[src/rtl/makestuff_reg_arbiter_if.sv]
// Register channel bundle between two upstream masters, the arbiter and the
// application register file. The "master" modport is the arbiter's view (it
// drives the register file and answers the masters); "slave" is the view of
// the surrounding logic that drives requests and models the register file.
interface makestuff_reg_arbiter_if #(
    parameter int CHAN_W = 7,
    parameter int DATA_W = 32
);
    // Upstream masters, index m = 0 (TLP CPU port) or 1 (local master)
    logic [1:0][CHAN_W-1:0] mChan_in;
    logic [1:0][DATA_W-1:0] mWrData_in;
    logic [1:0]             mWrValid_in;
    logic [1:0]             mWrReady_out;
    logic [1:0][DATA_W-1:0] mRdData_out;
    logic [1:0]             mRdValid_out;
    logic [1:0]             mRdReady_in;

    // Downstream register file
    logic [CHAN_W-1:0]      sChan_out;
    logic [DATA_W-1:0]      sWrData_out;
    logic                   sWrValid_out;
    logic                   sWrReady_in;
    logic [DATA_W-1:0]      sRdData_in;
    logic                   sRdValid_in;
    logic                   sRdReady_out;

    modport master (
        input  mChan_in, mWrData_in, mWrValid_in, mRdReady_in,
               sWrReady_in, sRdData_in, sRdValid_in,
        output mWrReady_out, mRdData_out, mRdValid_out,
               sChan_out, sWrData_out, sWrValid_out, sRdReady_out
    );

    modport slave (
        output mChan_in, mWrData_in, mWrValid_in, mRdReady_in,
               sWrReady_in, sRdData_in, sRdValid_in,
        input  mWrReady_out, mRdData_out, mRdValid_out,
               sChan_out, sWrData_out, sWrValid_out, sRdReady_out
    );
endinterface

[src/rtl/makestuff_reg_arbiter.sv]
// Two-master round-robin arbiter for the register read/write channel.
// One transaction per grant; a watchdog forces completion of transactions
// the register file never finishes so the PCIe completion path cannot hang.
module makestuff_reg_arbiter #(
    parameter int          TIMEOUT  = 255,
    parameter logic [31:0] ERR_DATA = 32'hDEADBEEF,
    parameter int          CHAN_W   = 7,
    parameter int          DATA_W   = 32
) (
    input  logic                        pcieClk_in,
    input  logic                        reset_in,
    makestuff_reg_arbiter_if.master     bus,
    output logic [15:0]                 errCount_out,
    output logic                        busy_out
);
    localparam int WD_W = $clog2(TIMEOUT + 1);

    typedef enum logic { S_IDLE, S_BUSY } state_t;

    state_t            state_q, state_d;
    logic              gnt_q,   gnt_d;    // granted master
    logic              opWr_q,  opWr_d;   // 1 = write transaction, 0 = read
    logic              last_q,  last_d;   // last master served; reset to 1 so M0 wins first tie
    logic [WD_W-1:0]   wdog_q,  wdog_d;
    logic [15:0]       errCnt_q, errCnt_d;

    logic [1:0]        req;
    logic              reqG;      // granted master still requesting its latched op
    logic              timeout;   // forced-completion cycle
    logic              done;      // genuine slave handshake this cycle

    assign req = bus.mWrValid_in | bus.mRdReady_in;

    // Next-state, pass-through muxing and watchdog-forced responses
    always_comb begin
        state_d  = state_q;
        gnt_d    = gnt_q;
        opWr_d   = opWr_q;
        last_d   = last_q;
        wdog_d   = wdog_q;
        errCnt_d = errCnt_q;
        timeout  = 1'b0;
        done     = 1'b0;
        reqG     = opWr_q ? bus.mWrValid_in[gnt_q] : bus.mRdReady_in[gnt_q];

        bus.mWrReady_out = '0;
        bus.mRdData_out  = '0;
        bus.mRdValid_out = '0;
        bus.sChan_out    = '0;
        bus.sWrData_out  = '0;
        bus.sWrValid_out = 1'b0;
        bus.sRdReady_out = 1'b0;

        case (state_q)
            S_IDLE: begin
                if (|req) begin
                    // Tie goes to whoever was not served last
                    gnt_d   = (&req) ? ~last_q : req[1];
                    // A master asking for both gets its write done first
                    opWr_d  = bus.mWrValid_in[gnt_d];
                    wdog_d  = '0;
                    state_d = S_BUSY;
                end
            end
            S_BUSY: begin
                bus.sChan_out   = bus.mChan_in[gnt_q];
                bus.sWrData_out = bus.mWrData_in[gnt_q];
                timeout = reqG && (wdog_q == WD_W'(TIMEOUT));
                if (opWr_q) begin
                    if (timeout) begin
                        // Drop the data, but release the master
                        bus.mWrReady_out[gnt_q] = 1'b1;
                    end else begin
                        bus.sWrValid_out        = bus.mWrValid_in[gnt_q];
                        bus.mWrReady_out[gnt_q] = bus.sWrReady_in;
                        done = bus.mWrValid_in[gnt_q] & bus.sWrReady_in;
                    end
                end else begin
                    if (timeout) begin
                        bus.mRdValid_out[gnt_q] = 1'b1;
                        bus.mRdData_out[gnt_q]  = DATA_W'(ERR_DATA);
                    end else begin
                        bus.sRdReady_out        = bus.mRdReady_in[gnt_q];
                        bus.mRdData_out[gnt_q]  = bus.sRdData_in;
                        bus.mRdValid_out[gnt_q] = bus.sRdValid_in;
                        done = bus.mRdReady_in[gnt_q] & bus.sRdValid_in;
                    end
                end

                if (!reqG) begin
                    // Master withdrew: abandon quietly, fairness pointer untouched
                    state_d = S_IDLE;
                end else if (done || timeout) begin
                    state_d = S_IDLE;
                    last_d  = gnt_q;
                    wdog_d  = '0;
                    if (timeout && (errCnt_q != 16'hFFFF))
                        errCnt_d = errCnt_q + 16'd1;
                end else begin
                    wdog_d = wdog_q + 1'b1;
                end
            end
            default: state_d = S_IDLE;
        endcase

        // Reset drops every handshake in the same cycle it is raised
        if (reset_in) begin
            bus.mWrReady_out = '0;
            bus.mRdData_out  = '0;
            bus.mRdValid_out = '0;
            bus.sChan_out    = '0;
            bus.sWrData_out  = '0;
            bus.sWrValid_out = 1'b0;
            bus.sRdReady_out = 1'b0;
        end
    end

    // State registers with synchronous reset
    always_ff @(posedge pcieClk_in) begin
        if (reset_in) begin
            state_q  <= S_IDLE;
            gnt_q    <= 1'b0;
            opWr_q   <= 1'b0;
            last_q   <= 1'b1;
            wdog_q   <= '0;
            errCnt_q <= '0;
        end else begin
            state_q  <= state_d;
            gnt_q    <= gnt_d;
            opWr_q   <= opWr_d;
            last_q   <= last_d;
            wdog_q   <= wdog_d;
            errCnt_q <= errCnt_d;
        end
    end

    assign errCount_out = errCnt_q;
    assign busy_out     = (state_q == S_BUSY) && !reset_in;
endmodule
[src/flat_wrapper.sv]
// flat-port wrapper written by rule: the top's interface ports become plain ports
module makestuff_reg_arbiter_flat 
#(
    parameter int          TIMEOUT  = 255,
    parameter logic [31:0] ERR_DATA = 32'hDEADBEEF,
    parameter int          CHAN_W   = 7,
    parameter int          DATA_W   = 32
)
  (pcieClk_in, reset_in, errCount_out, busy_out, bus_mChan_in, bus_mWrData_in, bus_mWrValid_in, bus_mRdReady_in, bus_sWrReady_in, bus_sRdData_in, bus_sRdValid_in, bus_mWrReady_out, bus_mRdData_out, bus_mRdValid_out, bus_sChan_out, bus_sWrData_out, bus_sWrValid_out, bus_sRdReady_out);
  makestuff_reg_arbiter_if #(.CHAN_W(CHAN_W), .DATA_W(DATA_W)) bus_i ();
  input  logic pcieClk_in;
  input  logic reset_in;
  output logic [15:0] errCount_out;
  output logic busy_out;
  input wire logic [$bits(bus_i.mChan_in)-1:0] bus_mChan_in;
  input wire logic [$bits(bus_i.mWrData_in)-1:0] bus_mWrData_in;
  input wire logic [$bits(bus_i.mWrValid_in)-1:0] bus_mWrValid_in;
  input wire logic [$bits(bus_i.mRdReady_in)-1:0] bus_mRdReady_in;
  input wire logic [$bits(bus_i.sWrReady_in)-1:0] bus_sWrReady_in;
  input wire logic [$bits(bus_i.sRdData_in)-1:0] bus_sRdData_in;
  input wire logic [$bits(bus_i.sRdValid_in)-1:0] bus_sRdValid_in;
  output wire logic [$bits(bus_i.mWrReady_out)-1:0] bus_mWrReady_out;
  output wire logic [$bits(bus_i.mRdData_out)-1:0] bus_mRdData_out;
  output wire logic [$bits(bus_i.mRdValid_out)-1:0] bus_mRdValid_out;
  output wire logic [$bits(bus_i.sChan_out)-1:0] bus_sChan_out;
  output wire logic [$bits(bus_i.sWrData_out)-1:0] bus_sWrData_out;
  output wire logic [$bits(bus_i.sWrValid_out)-1:0] bus_sWrValid_out;
  output wire logic [$bits(bus_i.sRdReady_out)-1:0] bus_sRdReady_out;
  assign bus_i.mChan_in = bus_mChan_in;
  assign bus_i.mWrData_in = bus_mWrData_in;
  assign bus_i.mWrValid_in = bus_mWrValid_in;
  assign bus_i.mRdReady_in = bus_mRdReady_in;
  assign bus_i.sWrReady_in = bus_sWrReady_in;
  assign bus_i.sRdData_in = bus_sRdData_in;
  assign bus_i.sRdValid_in = bus_sRdValid_in;
  assign bus_mWrReady_out = bus_i.mWrReady_out;
  assign bus_mRdData_out = bus_i.mRdData_out;
  assign bus_mRdValid_out = bus_i.mRdValid_out;
  assign bus_sChan_out = bus_i.sChan_out;
  assign bus_sWrData_out = bus_i.sWrData_out;
  assign bus_sWrValid_out = bus_i.sWrValid_out;
  assign bus_sRdReady_out = bus_i.sRdReady_out;
  makestuff_reg_arbiter #(.TIMEOUT(TIMEOUT), .ERR_DATA(ERR_DATA), .CHAN_W(CHAN_W), .DATA_W(DATA_W)) u_core (.pcieClk_in(pcieClk_in), .reset_in(reset_in), .bus(bus_i), .errCount_out(errCount_out), .busy_out(busy_out));
endmodule
[config.mk]
export PLATFORM = sky130hd
export DESIGN_NAME = makestuff_reg_arbiter_flat
export DESIGN_NICKNAME = d
export VERILOG_FILES = /design/src/rtl/makestuff_reg_arbiter_if.sv /design/src/rtl/makestuff_reg_arbiter.sv /design/src/flat_wrapper.sv
export SDC_FILE = /design/constraint.sdc
export NUM_CORES = 1
export LEC_CHECK = 0
export CAP_MARGIN = 20
export CELL_PAD_IN_SITES_DETAIL_PLACEMENT = 0
export CELL_PAD_IN_SITES_GLOBAL_PLACEMENT = 1
export CORE_MARGIN = 3
export CORE_UTILIZATION = 19
export CTS_BUF_LIST = sky130_fd_sc_hd__clkbuf_16
export CTS_CLUSTER_DIAMETER = 40
export DETAILED_ROUTE_END_ITERATION = 6
export PLACE_DENSITY_LB_ADDON = 0.1
export SLEW_MARGIN = 20
export SYNTH_ARGS = -nofsm -noshare
export SYNTH_HDL_FRONTEND = slang
export SYNTH_SLANG_ARGS = --single-unit
[constraint.sdc]
create_clock -name pcieClk_in -period 2.7 [get_ports pcieClk_in]
set_input_delay 0.54 -clock pcieClk_in [delete_from_list [all_inputs] [get_ports pcieClk_in]]
set_output_delay 0.54 -clock pcieClk_in [all_outputs]
set_load 0.05 [all_outputs]
==> impl_metrics.json <==
{
  "drc": 0,
  "track_usage_pct": 17.57,
  "place_congestion": 0.7661,
  "portBuffers": 243,
  "min_period_ns": 2.668,
  "crit_path_start_kind": "input port",
  "synth_cells": 386,
  "cp_cell_sequence": "clkdlybuf4s50_1 > inv_1 > nand2_2 > or3_1 > buf_12 > nor2_1 > buf_12",
  "nets": 755,
  "routedWlPerCell_um": 17.22,
  "powerDensity_nw_per_um2": 313.8,
  "grt_pass1_wl_mm": 20.43,
  "worst_slew_pin_slew_ns": 0.6433,
  "cp_data_arrival_time_ns": 2.13,
  "most-common-layout-cells": "clkdlybuf4s50_1, nor2_1, buf_12",
  "via_per_inst": 4.536,
  "htree_levels": 1,
  "critPathBufInv": 4,
  "synth_edf_count": 0,
  "fmax_mhz": 374.8,
  "cp_common_cell": "buf_12",
  "clkLatencyLatePin_ns": 0.27,
  "ir_drop_mv": 0.1536,
  "syn_area_um2": 2594,
  "p_comb_share_pct": 54.7,
  "ys_types": 46,
  "p_leak_nw": 2.466,
  "rsz0062_at_grt": "yes",
  "p_clk_share_pct": 23.2,
  "grt_remaining_overflow": 0,
  "die_y_um": 122.8,
  "vias": 3674,
  "outcome": "finished clean",
  "yosysWarnings": 0,
  "core_area_um2": 13300,
  "cp_data_required_time_ns": 2.16,
  "grt_pass1_vias": 3530,
  "syn_avg_cell_area_um2": 6.720,
  "cap_violations": 0,
  "drive_gt1_share_pct": 31.07,
  "async_flop_share_pct": 0,
  "seq_power_share_pct": 22.1,
  "power_mw": 1.956,
  "num_antenna_cells": 0,
  "critPathMaxFanout": 25,
  "antenna_found_initial": 1,
  "start_util_pct": 19.51,
  "syn_to_final_growth_pct": 140.4,
  "wl_mm": 13.95,
  "ys.flop_type": "dfxtp_1",
  "critPathSlowestCell": "clkdlybuf4s50_1",
  "ys_seq_area_share_pct": 21.61,
  "drt_pass1_iterations": 5,
  "cts_tree": "yes",
  "rows": 42,
  "fin_skew_ns": 0.007343,
  "clkTransAtPathRegs_ns": 0.07,
  "power_switching_uw": 752.5,
  "hold_violations": 0,
  "syn-num-nets": 506,
  "max-slew-margin-rel_pct": 57.11,
  "setup_tns_ns": 0,
  "drv_slew": 0,
  "drt-initial-drc-count": 171,
  "p_int_mw": 1.204,
  "cts_root_buf": "clkbuf_16",
  "ios": 244,
  "endpoint_kind": "primary output",
  "mostFrequentLayoutCell": "clkdlybuf4s50_1",
  "cp_top_family": "buffers and inverters",
  "rr_worst_depth": 7,
  "cts_made_buffers": 3,
  "setup_ws_ns": 0.03195,
  "pre_cts_slack_ns": -0.1643,
  "detail-route-antenna-nets": 0,
  "synth-seq-cells": 28,
  "setup_viol": 0,
  "worstSetupPathType": "in2out",
  "hold_depth": 1,
  "hpwlAfterDp_mm": 11.89,
  "clk_path_buf_depth": 2,
  "cts.sink_count": 28,
  "dieArea_um2": 15090,
  "grt_max_degree": 41,
  "post-route-util_pct": 46.89,
  "swShare_pct": 38.46,
  "die_w_um": 122.8,
  "fin_crit_sh_pct": 98.82,
  "slowest_delay_ns": 0.44,
  "path_depth": 7,
  "holdCritPathClass": "reg2reg"
}
cells in the mapped netlist, types with 2 or more instances:
cell type / number / area (um2)
a211oi_1: 2 / 15.01
a21o_1: 4 / 30.03
a21oi_1: 10 / 50.05
a22o_1: 2 / 17.52
and2_1: 3 / 18.77
and3_1: 20 / 125.1
and4_1: 2 / 17.52
buf_1: 7 / 26.28
buf_2: 2 / 10.01
clkbuf_1: 17 / 63.81
dfxtp_1: 28 / 560.5
ha_1: 2 / 25.02
inv_1: 11 / 41.29
mux2_1: 2 / 22.52
mux2i_1: 42 / 420.4
nand2_1: 13 / 48.80
nand3_1: 6 / 30.03
nand4_1: 12 / 75.07
nor2_1: 134 / 503.0
nor3_1: 9 / 45.04
nor3b_2: 2 / 25.02
nor4_1: 2 / 12.51
o211ai_1: 3 / 22.52
o21ai_0: 11 / 55.05
o31ai_1: 2 / 15.01
o32ai_1: 2 / 17.52
or3_1: 8 / 50.05
or4_1: 5 / 37.54
xor2_1: 6 / 52.55
registers in the layout, summed over array words and instances (netlist names):
register and flops:
u_core.errCount_out 16, u_core.gnt_q 1, u_core.last_q 1, u_core.opWr_q 1, u_core.state_q 1, u_core.wdog_q 8
layer usage:
metal  share of wire [%]  global-route usage [%]  vias up
met5               0.093                       0        -
met4                0.97                   2.939        2
met3                 8.0                   5.346       10
met2                  53                   31.40      127
met1                  38                   20.95     1698
li1                    -                       -     1837
worst register-to-register path: stages (launching register included):
cell     delay (ns)
dfxtp_2        0.36
mux4_2         0.52
and3_4         0.23
buf_4          0.15
buf_4          0.14
or4_4          0.56
nor3_1         0.21
a21o_1         0.12
per-stage QoR:
| step | hold slack [ns] | cell area [um2] | instances |
|---|---|---|---|
| floorplan | 0.4380 | 2613 | 386 |
| global placement | 0.4620 | 5993 | 803 |
| detailed placement | 0.4635 | 5993 | 803 |
| CTS | 0.4811 | 6111 | 808 |
| global route | 0.5090 | 6235 | 810 |
| finish | 0.4832 | 6235 | 810 |
worst paths after layout:
check	endpoint	startpoint	slack [ns]
max	bus_mRdData_out[47]	reset_in	0.03
max reg2reg	u_core.wdog_q[6]	u_core.gnt_q	0.36
min	u_core.wdog_q[7]	u_core.wdog_q[7]	0.48
min reg2reg	u_core.wdog_q[7]	u_core.wdog_q[7]	0.48
kinds of logic (layout without fill, tap and decap cells):
| family | Yosys count | in the layout | share of synthesized area (%) |
|---|---|---|---|
| AO/OA/AOI/OAI | 44 | 44 | 11.34 |
| XOR/XNOR | 6 | 6 | 2.026 |
| adder cells (fa/ha/maj) | 2 | 2 | 0.9646 |
| buffers and inverters | 39 | 287 | 6.175 |
| flip-flops | 28 | 28 | 21.61 |
| multiplexers | 45 | 45 | 17.94 |
| AND/OR/NAND/NOR | 222 | 222 | 39.94 |
layout make-up:
cell class	instances	area [um2]
Clock buffer	3	75.07
Clock inverter	1	30.03
Fill cell	1293	7061
Inverter	11	41.29
Multi-Input combinational cell	319	1998
Sequential cell	28	561.8
Tap cell	176	220.2
Timing Repair Buffer	272	3308
power by group through the flow:
stage,combinational [mW],sequential [mW],clock (mW)
2_1_floorplan,0.533,0.439,0
5_1_grt,1.13,0.435,0.476
3_5_place_dp,1.05,0.442,0
4_1_cts,1.06,0.433,0.461
6_report,1.07,0.433,0.454
3_3_place_gp,1.05,0.442,0
timing repair:
item,4_1_cts,5_1_grt
pin swaps,2,2
buffers inserted,1,2
hold buffers,0,0
endpoints found under the hold margin,0,0
endpoints found under the setup margin,42,66
gates resized for setup,7,43
No activity file was read; power rests on OpenSTA's default activity.
